[config.mk]
export PLATFORM = sky130hd
export DESIGN_NAME = uart_tx_fifo
export DESIGN_NICKNAME = d
export VERILOG_FILES = /design/src/rtl/uart_tx_fifo.sv
export SDC_FILE = /design/constraint.sdc
export NUM_CORES = 1
export LEC_CHECK = 0
export ABC_AREA = 1
export CAP_MARGIN = 20
export CORE_ASPECT_RATIO = 0.5
export CORE_MARGIN = 3
export CORE_UTILIZATION = 35
export DETAILED_ROUTE_END_ITERATION = 7
export PLACE_DENSITY = 0.55
export SETUP_SLACK_MARGIN = 0.05
export SYNTH_ARGS = -nofsm -noshare
export SYNTH_HDL_FRONTEND = slang
export SYNTH_SLANG_ARGS = --single-unit
export TNS_END_PERCENT = 30
[constraint.sdc]
create_clock -name clock -period 5.13 [get_ports clock]
set_clock_uncertainty 0.2 [all_clocks]
set_input_delay 1.026 -clock clock [delete_from_list [all_inputs] [get_ports clock]]
set_output_delay 1.026 -clock clock [all_outputs]
set_load 0.05 [all_outputs]
[src/rtl/uart_tx_fifo.sv]
// UART transmitter fed by a small FIFO: frames are start(0), WIDTH data bits LSB first, stop(1).
// Latency: a write into an empty FIFO on an idle line drives the start bit one edge later.
// Backpressure: ready drops when DEPTH entries are queued; writes while not ready are dropped and latch overflow.
//
// Ports:
//   clock, reset          rising-edge clock, asynchronous active-high reset
//   clock_divider [15:0]  clock cycles per bit (0 behaves as 1), sampled when a start bit begins
//   write_en, data_in     enqueue request and the byte to send
//   tx                    registered serial output, idle high
//   ready                 FIFO not full
//   busy                  frame in flight or FIFO non-empty
//   overflow              sticky, set by a write attempted while ready is low
module uart_tx_fifo #(
   parameter int WIDTH = 8,
   parameter int DEPTH = 4
) (
   input  logic             clock,
   input  logic             reset,
   input  logic [15:0]      clock_divider,
   input  logic             write_en,
   input  logic [WIDTH-1:0] data_in,
   output logic             tx,
   output logic             ready,
   output logic             busy,
   output logic             overflow
);

   localparam int PW = (DEPTH > 1) ? $clog2(DEPTH) : 1;
   localparam int CW = $clog2(DEPTH + 1);
   localparam int IW = (WIDTH > 1) ? $clog2(WIDTH) : 1;
   localparam logic [CW-1:0] FULL_CNT = CW'(DEPTH);
   localparam logic [IW-1:0] LAST_BIT = IW'(WIDTH - 1);

   typedef enum logic [1:0] {IDLE, START, DATA, STOP} state_t;

   state_t           state, state_n;
   logic [15:0]      bit_cnt, cnt_n;
   logic [15:0]      div_q, div_n;
   logic [IW-1:0]    bit_idx, idx_n;
   logic [WIDTH-1:0] shifter, shift_n;
   logic             tx_q, tx_n;
   logic             overflow_q;

   logic [WIDTH-1:0] mem [DEPTH];
   logic [PW-1:0]    wr_ptr, rd_ptr;
   logic [CW-1:0]    count;

   logic             full, empty, wr_acc, pop, bit_done;
   logic [15:0]      div_eff;

   // Status flags come only from registered state, never from write_en.
   assign full     = (count == FULL_CNT);
   assign empty    = (count == '0);
   assign ready    = !full;
   assign busy     = (state != IDLE) || !empty;
   assign tx       = tx_q;
   assign overflow = overflow_q;

   // A rejected write (full) never touches the FIFO, even when a pop frees a slot this same edge.
   assign wr_acc   = write_en && !full;
   assign div_eff  = (clock_divider == 16'd0) ? 16'd1 : clock_divider;
   // bit_cnt runs 1..div_q while a level is held; the level changes on the edge where it equals div_q.
   assign bit_done = (bit_cnt == div_q);

   always_comb begin
      state_n = state;
      cnt_n   = bit_cnt;
      div_n   = div_q;
      idx_n   = bit_idx;
      shift_n = shifter;
      tx_n    = tx_q;
      pop     = 1'b0;
      case (state)
         IDLE: begin
            tx_n = 1'b1;
            if (!empty) begin
               pop     = 1'b1;
               shift_n = mem[rd_ptr];
               div_n   = div_eff;
               cnt_n   = 16'd1;
               tx_n    = 1'b0;
               state_n = START;
            end
         end
         START: begin
            if (bit_done) begin
               tx_n    = shifter[0];
               shift_n = shifter >> 1;
               idx_n   = '0;
               cnt_n   = 16'd1;
               state_n = DATA;
            end else begin
               cnt_n = bit_cnt + 16'd1;
            end
         end
         DATA: begin
            if (bit_done) begin
               cnt_n = 16'd1;
               if (bit_idx == LAST_BIT) begin
                  tx_n    = 1'b1;
                  state_n = STOP;
               end else begin
                  tx_n    = shifter[0];
                  shift_n = shifter >> 1;
                  idx_n   = bit_idx + IW'(1);
               end
            end else begin
               cnt_n = bit_cnt + 16'd1;
            end
         end
         STOP: begin
            if (bit_done) begin
               if (!empty) begin
                  // Back-to-back: next start bit follows the stop bit with no idle cycle.
                  pop     = 1'b1;
                  shift_n = mem[rd_ptr];
                  div_n   = div_eff;
                  cnt_n   = 16'd1;
                  tx_n    = 1'b0;
                  state_n = START;
               end else begin
                  cnt_n   = 16'd0;
                  tx_n    = 1'b1;
                  state_n = IDLE;
               end
            end else begin
               cnt_n = bit_cnt + 16'd1;
            end
         end
         default: begin
            tx_n    = 1'b1;
            cnt_n   = 16'd0;
            state_n = IDLE;
         end
      endcase
   end

   always_ff @(posedge clock or posedge reset) begin
      if (reset) begin
         state   <= IDLE;
         bit_cnt <= '0;
         div_q   <= 16'd1;
         bit_idx <= '0;
         shifter <= '0;
         tx_q    <= 1'b1;
      end else begin
         state   <= state_n;
         bit_cnt <= cnt_n;
         div_q   <= div_n;
         bit_idx <= idx_n;
         shifter <= shift_n;
         tx_q    <= tx_n;
      end
   end

   always_ff @(posedge clock or posedge reset) begin
      if (reset) begin
         wr_ptr     <= '0;
         rd_ptr     <= '0;
         count      <= '0;
         overflow_q <= 1'b0;
      end else begin
         if (wr_acc) wr_ptr <= wr_ptr + PW'(1);
         if (pop)    rd_ptr <= rd_ptr + PW'(1);
         case ({wr_acc, pop})
            2'b10:   count <= count + CW'(1);
            2'b01:   count <= count - CW'(1);
            default: count <= count;
         endcase
         if (write_en && full) overflow_q <= 1'b1;
      end
   end

   // Storage needs no reset: entries are only read after being written.
   always_ff @(posedge clock) begin
      if (wr_acc) mem[wr_ptr] <= data_in;
   end

endmodule
# Yosys cells after proc, flatten, opt, wreduce, memory -nomap -nowiden
# Memories as Yosys holds them, arrays and structs flattened.
# Cells that the tools add are included.
# op_classes
eq_ne	14
n_reduce_logical	18
muxes	38
addsub	6
# ops
cell	n
$mux W16	6
$pmux W16 S3	1
$mux W8	5
$pmux W16 S2	1
$pmux W8 S4	1
$add A16 B1 Y16 const B	1
$eq A16 B16 Y1	1
$logic_not A16 Y1	1
$ne A2 B2 Y1 const B	6
$pmux W3 S2	2
$mux W1	11
$mux W2	5
$mux W3	3
$pmux W2 S4	1
$reduce_and A4 Y1	2
$reduce_bool A2 Y1	4
$add A3 B1 Y3 const B	2
$eq A2 B2 Y1 const B	3
$eq A3 B3 Y1 const B	2
$reduce_and A5 Y1	1
$add A2 B1 Y2 const B	2
$eq A2 B1 Y1 const B	2
$pmux W1 S4	1
$logic_not A3 Y1	1
9 further kinds	11
# word_totals
input_bits	27
reg_bits	54
mem_bits_rw	32
wordCells	87
mem_count	1
output_inout_bits	4
# mem_list
name	depth	word_bits	rd	rd_clocked_by_memory_dff	wr	line	source
mem	4	8	1	0	1	44	logic [WIDTH-1:0] mem [DEPTH];

# Logic depth before layout (Yosys ltp)
# Gate-level depths: netlist (run 1).
# logic_depth
ltp_word	6
mapped_depth	14
ltp_nobuf	14

# Least setup slack after synthesis (run 1)
# OpenSTA, ideal clock, no wires.
# synth_timing
path_type	register -> output
startpoint	register state[0]
endpoint	output busy
setup_slack_ns	2.414
n_path_buf	1
arrival_time_ns	1.490
required_time_ns	3.904
path_stages_with_launch	5
path_cell_list	dfrtp_1 > inv_1 > ha_1 > nand2_1 > clkbuf_1
# synth_between
elab_chain_len	2
# synth_rtl
element	line	source
start, declared	36	state_t state, state_n;
start signal, assigned	147	state <= state_n;
$reduce_bool A2 Y1	55	assign busy = (state != IDLE) || !empty;
$logic_or A1 B1 Y1	55	
end, declared	24	output logic busy,
# No other way between the ends.

# Worst setup path in the final report (run 1)
# Ends and elaborated chain as after synthesis.

==> flow_summary.yaml, run 1 <==
final_layout:
  layout_common_cells: "nand2_1, dfrtp_1, inv_1, nand3_1, edfxtp_1"
  fin_cells: 717
  nets: 588
  final_common_cell: "nand2_1"
  n_antenna_cell: 0
  finish.instance_area_um2: 5140
  syn2layout_area_growth_pct: 17.5
  layout-drive-gt1-share_pct: 7.79
timing:
  rsz0062_at_grt: "false"
  fmax_mhz: 287
  setup_violations: 0
  fin_crit_sh_pct: 67.9
  relSlewSlack_pct: 44.0
  worst_pin_slew_ps: 840
  layout_min_cycle_time_ps: 3480
  timing.setup.tns_ps: 0
  layout_setup_ws_ps: 1650
  finalHoldViolCount: 0
  slew_violations: 0
detailed_routing:
  ant_nets: 0
  viasPerCell: 4.65
  route.detailed.drc: 0
  drtIter0Drc: 115
  vias: 3331
  dr.pass1.iters: 4
  wl_per_cell_um: 12.5
  wirelength_um: 8950
global_route:
  antenna_found_initial: 0
  grtUsageTotal_pct: 14.2
  grt_start_max_net_pins: 33
  grt_pass1_vias: 3215
  grt_pass1_wl_um: 15700
  grt_overflow: 0
floorplanning:
  die_h_um: 85.1
  initial_core_util_pct: 36.4
  design.die.area_um2: 14000
  row_count: 28
  die-width_um: 164
  core-area_um2: 12000
  ios: 31
critical_path:
  startpoint: "state[0]$_DFFE_PP0P_"
  crit_type: "register to output port"
  regToRegSetupSlack_ps: 1800
  r2r_cells: 11
  cp_data_required_time_ps: 3900
  start_kind: "register"
  cp_slowest_cell: "clkdlybuf4s50_1"
  r2r_start: "state[0]$_DFFE_PP0P_"
  rr_endpoint: "count[2]$_DFFE_PP0P_"
  cp_max_fo: 16
  arrival_ps: 2260
  critPathMaxStageDelay_ps: 840
  crit_chain: "inv_1 -> ha_1 -> nand2_1 -> buf_4 -> clkdlybuf4s50_1"
  crit_path_end_kind: "output port"
placement:
  dp_hpwl_um: 6350
  postPlaceCellArea_um2: 4830
  place_inst: 701
  place_ws_ps: 1820
  finalWeightedCongestion: 0.782
  port-buffer-count: 30
synth:
  avgSynthCellArea_um2: 8.49
  synth-xor-area-share_pct: 2.20
  syn_nets: 556
  yosysTopAreaCellShare_pct: 29.7
  muxShareOfSynthArea_pct: 0
  synth_warnings: 0
  syn_inst: 515
  synth.area.top_cells: "dfrtp_1, edfxtp_1, nand2_1"
  synth_fa_ha_area_share_pct: 4.18
  yosys.area.top_type: "dfrtp_1"
  synth_compound_area_share_pct: 5.01
  synth_top_family_by_area: "simple AND/OR/NAND/NOR gates"
  synth-simple-area-share_pct: 29.1
  ys_seq_area_share_pct: 52.9
  ys_ff_latch: 86
  ys_types: 35
  synth_area_um2: 4370
hold_path:
  holdPathStages: 1
  hp-start: "overflow$_DFFE_PP0P_"
  hold_path.class: "register to register"
  min_to: "overflow$_DFFE_PP0P_"
power_and_ir_drop:
  total_power_uw: 3030
  ir_drop_mv: 0.226
  p_per_area_nw_per_um2: 589
  leakagePower_uw: 0.00236
clock_tree:
  cts_sinks: 86
  h-tree-depth: 3
  cts.path.max_buffers: 2
  clock_latency_ps: 340
  postCtsResizedCells: 0
  cts_setup_buffers: 0
  numCtsBuffers: 9
  clockRootBuffer: "clkbuf_16"
  clk_pin_slew_worst_paths_ps: 60
  ctsHoldBuffers: 0
  cts_tree: "done"
outcome:
  status: "finished, final reports clean"
job:
  maxCapViolations: 0
synth_stat cells (all sizes together):
master	instances
nor2	33
nand3	48
o22ai	10
nand3b	2
clkinv	2
a211o	1
clkbuf	7
edfxtp	32
nand2	192
o211ai	1
fa	1
a31o	1
xor2	9
nand4	12
nor3	1
o21ai	21
dfrtp	52
xnor2	2
or2	3
ha	13
dfstp	2
inv	58
a21oi	3
nor4	4
buf	4
o31ai	1
flip-flops by register name (all words and copies together) (netlist names), 3 cells and up:
| name | flops |
|---|---|
| bit_cnt | 16 |
| count | 3 |
| mem | 32 |
| bit_idx | 3 |
| div_q | 16 |
| shifter | 8 |
layer usage:
metal | wire [µm] | up-vias | GRT usage (%)
met5 | 0 | - | 0
met4 | 89 | 0 | 3.45
met3 | 209 | 8 | 4.14
met2 | 4150 | 29 | 22.6
met1 | 4500 | 1554 | 19.3
li1 | - | 1740 | -
worst max-delay path by stage:
stage,end,slack (ps)
after floorplan,busy,2410
after global placement,count[2]$_DFFE_PP0P_,1870
after detailed placement,count[2]$_DFFE_PP0P_,1820
after CTS,busy,1620
after global routing,count[2]$_DFFE_PP0P_,1440
final,busy,1650
where the power goes:
part | total [µW] | internal, µW | switching, µW
clock network | 666 | 384 | 282
logic | 1270 | 438 | 837
registers | 1090 | 935 | 152
final cells by class:
type	count	area (µm²)
Fill cell	1190	6880
Clock inverter	7	78.8
Inverter	60	225
Timing Repair Buffer	32	315
Tap cell	165	206
Clock buffer	9	225
Sequential cell	86	2310
Multi-Input combinational cell	358	1770
metrics by stage:
| step | hold slack [ps] | util, % |
|---|---|---|
| after CTS | 275 | 42.8 |
| after global routing | 302 | 42.8 |
| after detailed placement | 261 | 40.2 |
| final | 273 | 42.8 |
| after global placement | 259 | 40.2 |
| after floorplan | 242 | - |
cell families after synthesis:
kind of cell / count (synthesis)
AND/OR/NAND/NOR: 295
flip-flops: 86
buffers and inverters: 71
AO/OA/AOI/OAI: 38
adder cells (fa/ha/maj): 14
XOR/XNOR: 11
worst max-delay path, delay by kind of cell, from the launching register on:
kind / cells / cell delay, ps
buffers and inverters: 3 / 1170
DFF: 1 / 390
adders and majority gates: 1 / 270
and+or+nand+nor: 1 / 80
No activity file was read; power rests on OpenSTA's default activity.
==> run 2, diff against run 1 <==
Clock period 5.13 ns to 3.5 ns, I/O delays scaled along.
==> run 2 against run 1 <==
Register-to-register slack worse by 1100 ps. Global-route usage is 0.17 points higher. Sequential power is 44% higher. Critical path type unchanged.
==> flow_summary.yaml, run 2 (synthesized netlist as in run 1, its figures left out) <==
clock_tree:
  clockRootBuffer: "clkbuf_16"
  cts_tree: "done"
  cts_sinks: 86
  clock_latency_ps: 340
  numCtsBuffers: 9
  h-tree-depth: 3
  ctsHoldBuffers: 0
  clk_pin_slew_worst_paths_ps: 60
  cts.path.max_buffers: 2
  postCtsResizedCells: 0
  cts_setup_buffers: 0
final_layout:
  nets: 596
  final_common_cell: "nand2_1"
  largest_register_ffs: 32
  layout-drive-gt1-share_pct: 9.29
  syn2layout_area_growth_pct: 18.9
  layout_common_cells: "nand2_1, dfrtp_1, inv_1, nand3_1, edfxtp_1"
  fill_cells: 1192
  regMostFlops: "mem"
  top_regs: "mem: 32 flops, bit_cnt: 16 flops, div_q: 16 flops"
  fin_cells: 725
  n_antenna_cell: 0
floorplanning:
  die_h_um: 85.1
  die-width_um: 164
  core-area_um2: 12000
  initial_core_util_pct: 36.4
  row_count: 28
  design.die.area_um2: 14000
  ios: 31
critical_path:
  r2r_cells: 11
  crit_path_end_kind: "output port"
  start_kind: "register"
  crit_type: "register to output port"
  arrival_ps: 2130
  cp_max_fo: 5
  r2r_start: "state[0]$_DFFE_PP0P_"
  rr_endpoint: "count[2]$_DFFE_PP0P_"
  cp_data_required_time_ps: 2600
  regToRegSetupSlack_ps: 730
detailed_routing:
  dr.pass1.iters: 4
  wl_per_cell_um: 12.8
  ant_nets: 0
  wirelength_um: 9250
  drtIter0Drc: 204
  viasPerCell: 4.66
  route.detailed.drc: 0
  vias: 3379
timing:
  fmax_mhz: 330
  layout_min_cycle_time_ps: 3030
  slew_violations: 0
  relSlewSlack_pct: 62.5
  fin_crit_sh_pct: 86.6
  worst_pin_slew_ps: 557
  setup_violations: 0
  finalHoldViolCount: 0
  timing.setup.tns_ps: 0
  rsz0062_at_grt: "false"
global_route:
  grt_pass1_vias: 3291
  grt_pass1_wl_um: 15900
  antenna_found_initial: 0
  grt_overflow: 0
  grtUsageTotal_pct: 14.4
  grt_start_max_net_pins: 27
power_and_ir_drop:
  leakagePower_uw: 0.00240
  ir_drop_mv: 0.394
  p_per_area_nw_per_um2: 869
hold_path:
  hold_path.class: "register to register"
  min_to: "overflow$_DFFE_PP0P_"
  hp-start: "overflow$_DFFE_PP0P_"
  holdPathStages: 1
outcome:
  status: "finished, final reports clean"
placement:
  place_inst: 709
  finalWeightedCongestion: 0.837
  port-buffer-count: 30
  dp_hpwl_um: 6540
job:
  maxCapViolations: 0
==> run 2: worst max-delay path by stage <==
stage	endpoint	cells after the start	slack, ps	startpoint
4_1_cts	busy	4	440	state[0]$_DFFE_PP0P_
6_report	busy	4	470	state[0]$_DFFE_PP0P_
2_1_floorplan	count[2]$_DFFE_PP0P_	11	890	state[0]$_DFFE_PP0P_
5_1_grt	busy	4	350	state[0]$_DFFE_PP0P_
3_5_place_dp	count[2]$_DFFE_PP0P_	11	730	state[0]$_DFFE_PP0P_
3_3_place_gp	count[2]$_DFFE_PP0P_	8	790	write_en
==> run 2: per-layer routing <==
metal  wire length, µm  vias up  track usage [%]  share of wire (%)
met2              4200       42             22.9                 45
met1              4650     1573             20.0                 50
li1                  -     1755                -                  -
met3               271        9             3.46                2.9
met4               131        0             3.45                1.4
met5                 0        -                0                  0
==> run 2: critical path, cell delays in order (launching register included) <==
cell and delay, ps:
dfrtp_1 400, inv_1 120, ha_1 270, nand2_1 170, clkdlybuf4s50_1 840
==> run 2: metrics by stage <==
stage	power, µW	area, µm²	util, %	hold WS (ps)	setup slack [ps]
CTS	4580	5200	43.3	278	437
detailed placement	3590	4890	40.7	261	734
global route	4950	5200	43.3	297	350
finish	4520	5200	43.3	273	468
global placement	3570	4890	40.7	257	785
floorplan	3060	4370	-	242	892
==> run 2: area by class of cell <==
type	instances	area [µm²]	share of cell area, %
Timing Repair Buffer	40	375	7.22
Sequential cell	86	2310	44.5
Inverter	60	225	4.33
Multi-Input combinational cell	358	1770	34.1
Tap cell	165	206	3.97
Clock buffer	9	225	4.33
Clock inverter	7	78.8	1.52
==> run 2: power by group <==
group | switching (µW) | total, µW | internal [µW]
Clock | 414 | 977 | 562
Sequential | 198 | 1570 | 1370
Combinational | 1280 | 1970 | 696
Total | 1890 | 4520 | 2630
==> run 3, diff against run 2 <==
Settings changed: DONT_BUFFER_PORTS set to 1, PLACE_DENSITY 0.55 to 0.52.
==> run 3 against run 2 <==
Register-to-register slack is essentially flat. Count of clock-buffer cells in the layout is the same. Fmax is 8.9% higher. Setup slack improved by 250 ps. Combinational power shrank 3%. Critical path type is now register to register. Critical endpoint is now count[2]$_DFFE_PP0P_. Largest power group unchanged.
==> flow_summary.yaml, run 3 (synthesized netlist as in run 1, its figures left out) <==
detailed_routing:
  wl_per_cell_um: 13.5
  wirelength_um: 9340
  vias: 3237
  dr.pass1.iters: 4
  ant_nets: 0
  drtIter0Drc: 205
  viasPerCell: 4.67
  route.detailed.drc: 0
critical_path:
  cp_max_fo: 13
  crit_path_end_kind: "register"
  critical_path.top_delay_family: "adder cells"
  cp_data_required_time_ps: 3520
  r2r_cells: 11
  arrival_ps: 2800
  crit_type: "register to register"
  start_kind: "register"
  crit_chain: "inv_1 -> ha_1 -> nor2_1 -> nand3_1 -> nand2_1 -> ha_1 -> inv_1 -> fa_1 -> a21oi_1 -> o21ai_0 -> xor2_1"
  cp.depth: 11
  critPathMaxStageDelay_ps: 490
  crit_buf_inv: 2
  cp_slowest_cell: "ha_1"
global_route:
  grt_pass1_vias: 3194
  grt_pass1_wl_um: 15700
  antenna_found_initial: 0
  grt_overflow: 0
  grtUsageTotal_pct: 14.5
  grt_start_max_net_pins: 55
clock_tree:
  ctsHoldBuffers: 0
  h-tree-depth: 3
  clockRootBuffer: "clkbuf_16"
  clock_latency_ps: 340
  cts_setup_buffers: 0
  cts_tree: "done"
  numCtsBuffers: 9
  cts.path.max_buffers: 2
  postCtsResizedCells: 0
  clk_pin_slew_worst_paths_ps: 70
  cts_sinks: 86
final_layout:
  layout_common_cells: "nand2_1, dfrtp_1, inv_1, nand3_1, edfxtp_1"
  final_common_cell: "nand2_1"
  top_regs: "mem: 32 flops, bit_cnt: 16 flops, div_q: 16 flops"
  largest_register_ffs: 32
  nets: 564
  regMostFlops: "mem"
  n_antenna_cell: 0
  syn2layout_area_growth_pct: 11.3
  layout-drive-gt1-share_pct: 9.47
timing:
  fmax_mhz: 359
  timing.setup.tns_ps: 0
  layout_min_cycle_time_ps: 2780
  rsz0062_at_grt: "false"
  fin_crit_sh_pct: 79.5
  finalHoldViolCount: 0
  slew_violations: 0
  setup_violations: 0
  relSlewSlack_pct: 45.6
  fin_hold_ws_ps: 240
  worst_pin_slew_ps: 813
floorplanning:
  die_h_um: 85.1
  row_count: 28
  design.die.area_um2: 14000
  die-width_um: 164
  initial_core_util_pct: 36.4
  ios: 31
  core-area_um2: 12000
placement:
  finalWeightedCongestion: 0.804
  dp_hpwl_um: 6410
  port-buffer-count: 0
outcome:
  status: "finished, final reports clean"
power_and_ir_drop:
  p_clk_share_pct: 21.0
  netSwitchingPower_uw: 1910
  combPwrFrac_pct: 43.2
  p_int_uw: 2520
  p_seq_share_pct: 35.8
  p_per_area_nw_per_um2: 909
  p_sw_share_pct: 43.1
  ir_drop_mv: 0.326
  leakagePower_uw: 0.00227
hold_path:
  hold_path.class: "primary input to async pin"
job:
  maxCapViolations: 0
run 3: changes by cell type in the layout (fill, tap and decap cells not counted):
cell | before | now
clkdlybuf4s50_1 | 30 | 0
buf_4 | 10 | 8
clkinv_4 | 2 | 0
inv_8 | 0 | 2
bufinv_16 | 1 | 0
inv_6 | 3 | 4
run 3: path summary, 6_finish.rpt:
kind                                         from                endpoint  slack, ps
setup / recovery             state[0]$_DFFE_PP0P_    count[2]$_DFFE_PP0P_        720
min in group clock                     data_in[2]     mem[1][2]$_DFFE_PP_        250
setup reg to reg             state[0]$_DFFE_PP0P_    count[2]$_DFFE_PP0P_        720
max in group asynchronous                   reset   div_q[14]$_DFFE_PP0P_       2400
hold / removal                              reset   wr_ptr[1]$_DFFE_PP0P_        240
hold reg to reg            shifter[1]$_DFFE_PP0P_  shifter[1]$_DFFE_PP0P_        280
run 3: area by class of cell:
type / count / area [µm²]
well taps: 165 / 206
clock inverters: 7 / 62.6
repair buffers: 8 / 60.1
multi-input cells: 358 / 1770
inverters: 60 / 225
flip-flops and latches: 86 / 2310
fillers: 1226 / 7150
clock buffers: 9 / 225
run 3: worst register-to-register path, stage by stage, from the launching register on:
cell and delay [ps]:
dfrtp_1 390, inv_1 110, ha_1 490, nor2_1 180
nand3_1 110, nand2_1 170, ha_1 170, inv_1 60
fa_1 370, a21oi_1 150, o21ai_0 110, xor2_1 150
run 3: per-stage QoR:
| step | setup WS [ps] | power, µW | area [µm²] | util (%) | std cells |
|---|---|---|---|---|---|
| 2_1_floorplan | 892 | 3060 | 4370 | - | 515 |
| 3_5_place_dp | 730 | 3550 | 4580 | 38.1 | 677 |
| 5_1_grt | 486 | 4850 | 4870 | 40.5 | 693 |
| 3_3_place_gp | 781 | 3520 | 4580 | 38.1 | 677 |
| 4_1_cts | 718 | 4500 | 4870 | 40.5 | 693 |
| 6_report | 716 | 4420 | 4870 | 40.5 | 693 |
run 3: power by group through the flow:
stage / logic [µW] / clock network, µW / registers [µW]
after floorplan: 1530 / 0 / 1540
after global placement: 1920 / 0 / 1600
after detailed placement: 1950 / 0 / 1610
after CTS: 1960 / 955 / 1590
after global routing: 2230 / 997 / 1620
final: 1910 / 927 / 1590
run 3: per-layer routing:
| metal | up-vias | track usage [%] | part of all wire [%] |
|---|---|---|---|
| met4 | 0 | 5.68 | 2.4 |
| met2 | 35 | 24.1 | 46 |
| met5 | - | 0 | 0 |
| met1 | 1490 | 17.9 | 47 |
| li1 | 1696 | - | - |
| met3 | 16 | 4.49 | 4.4 |
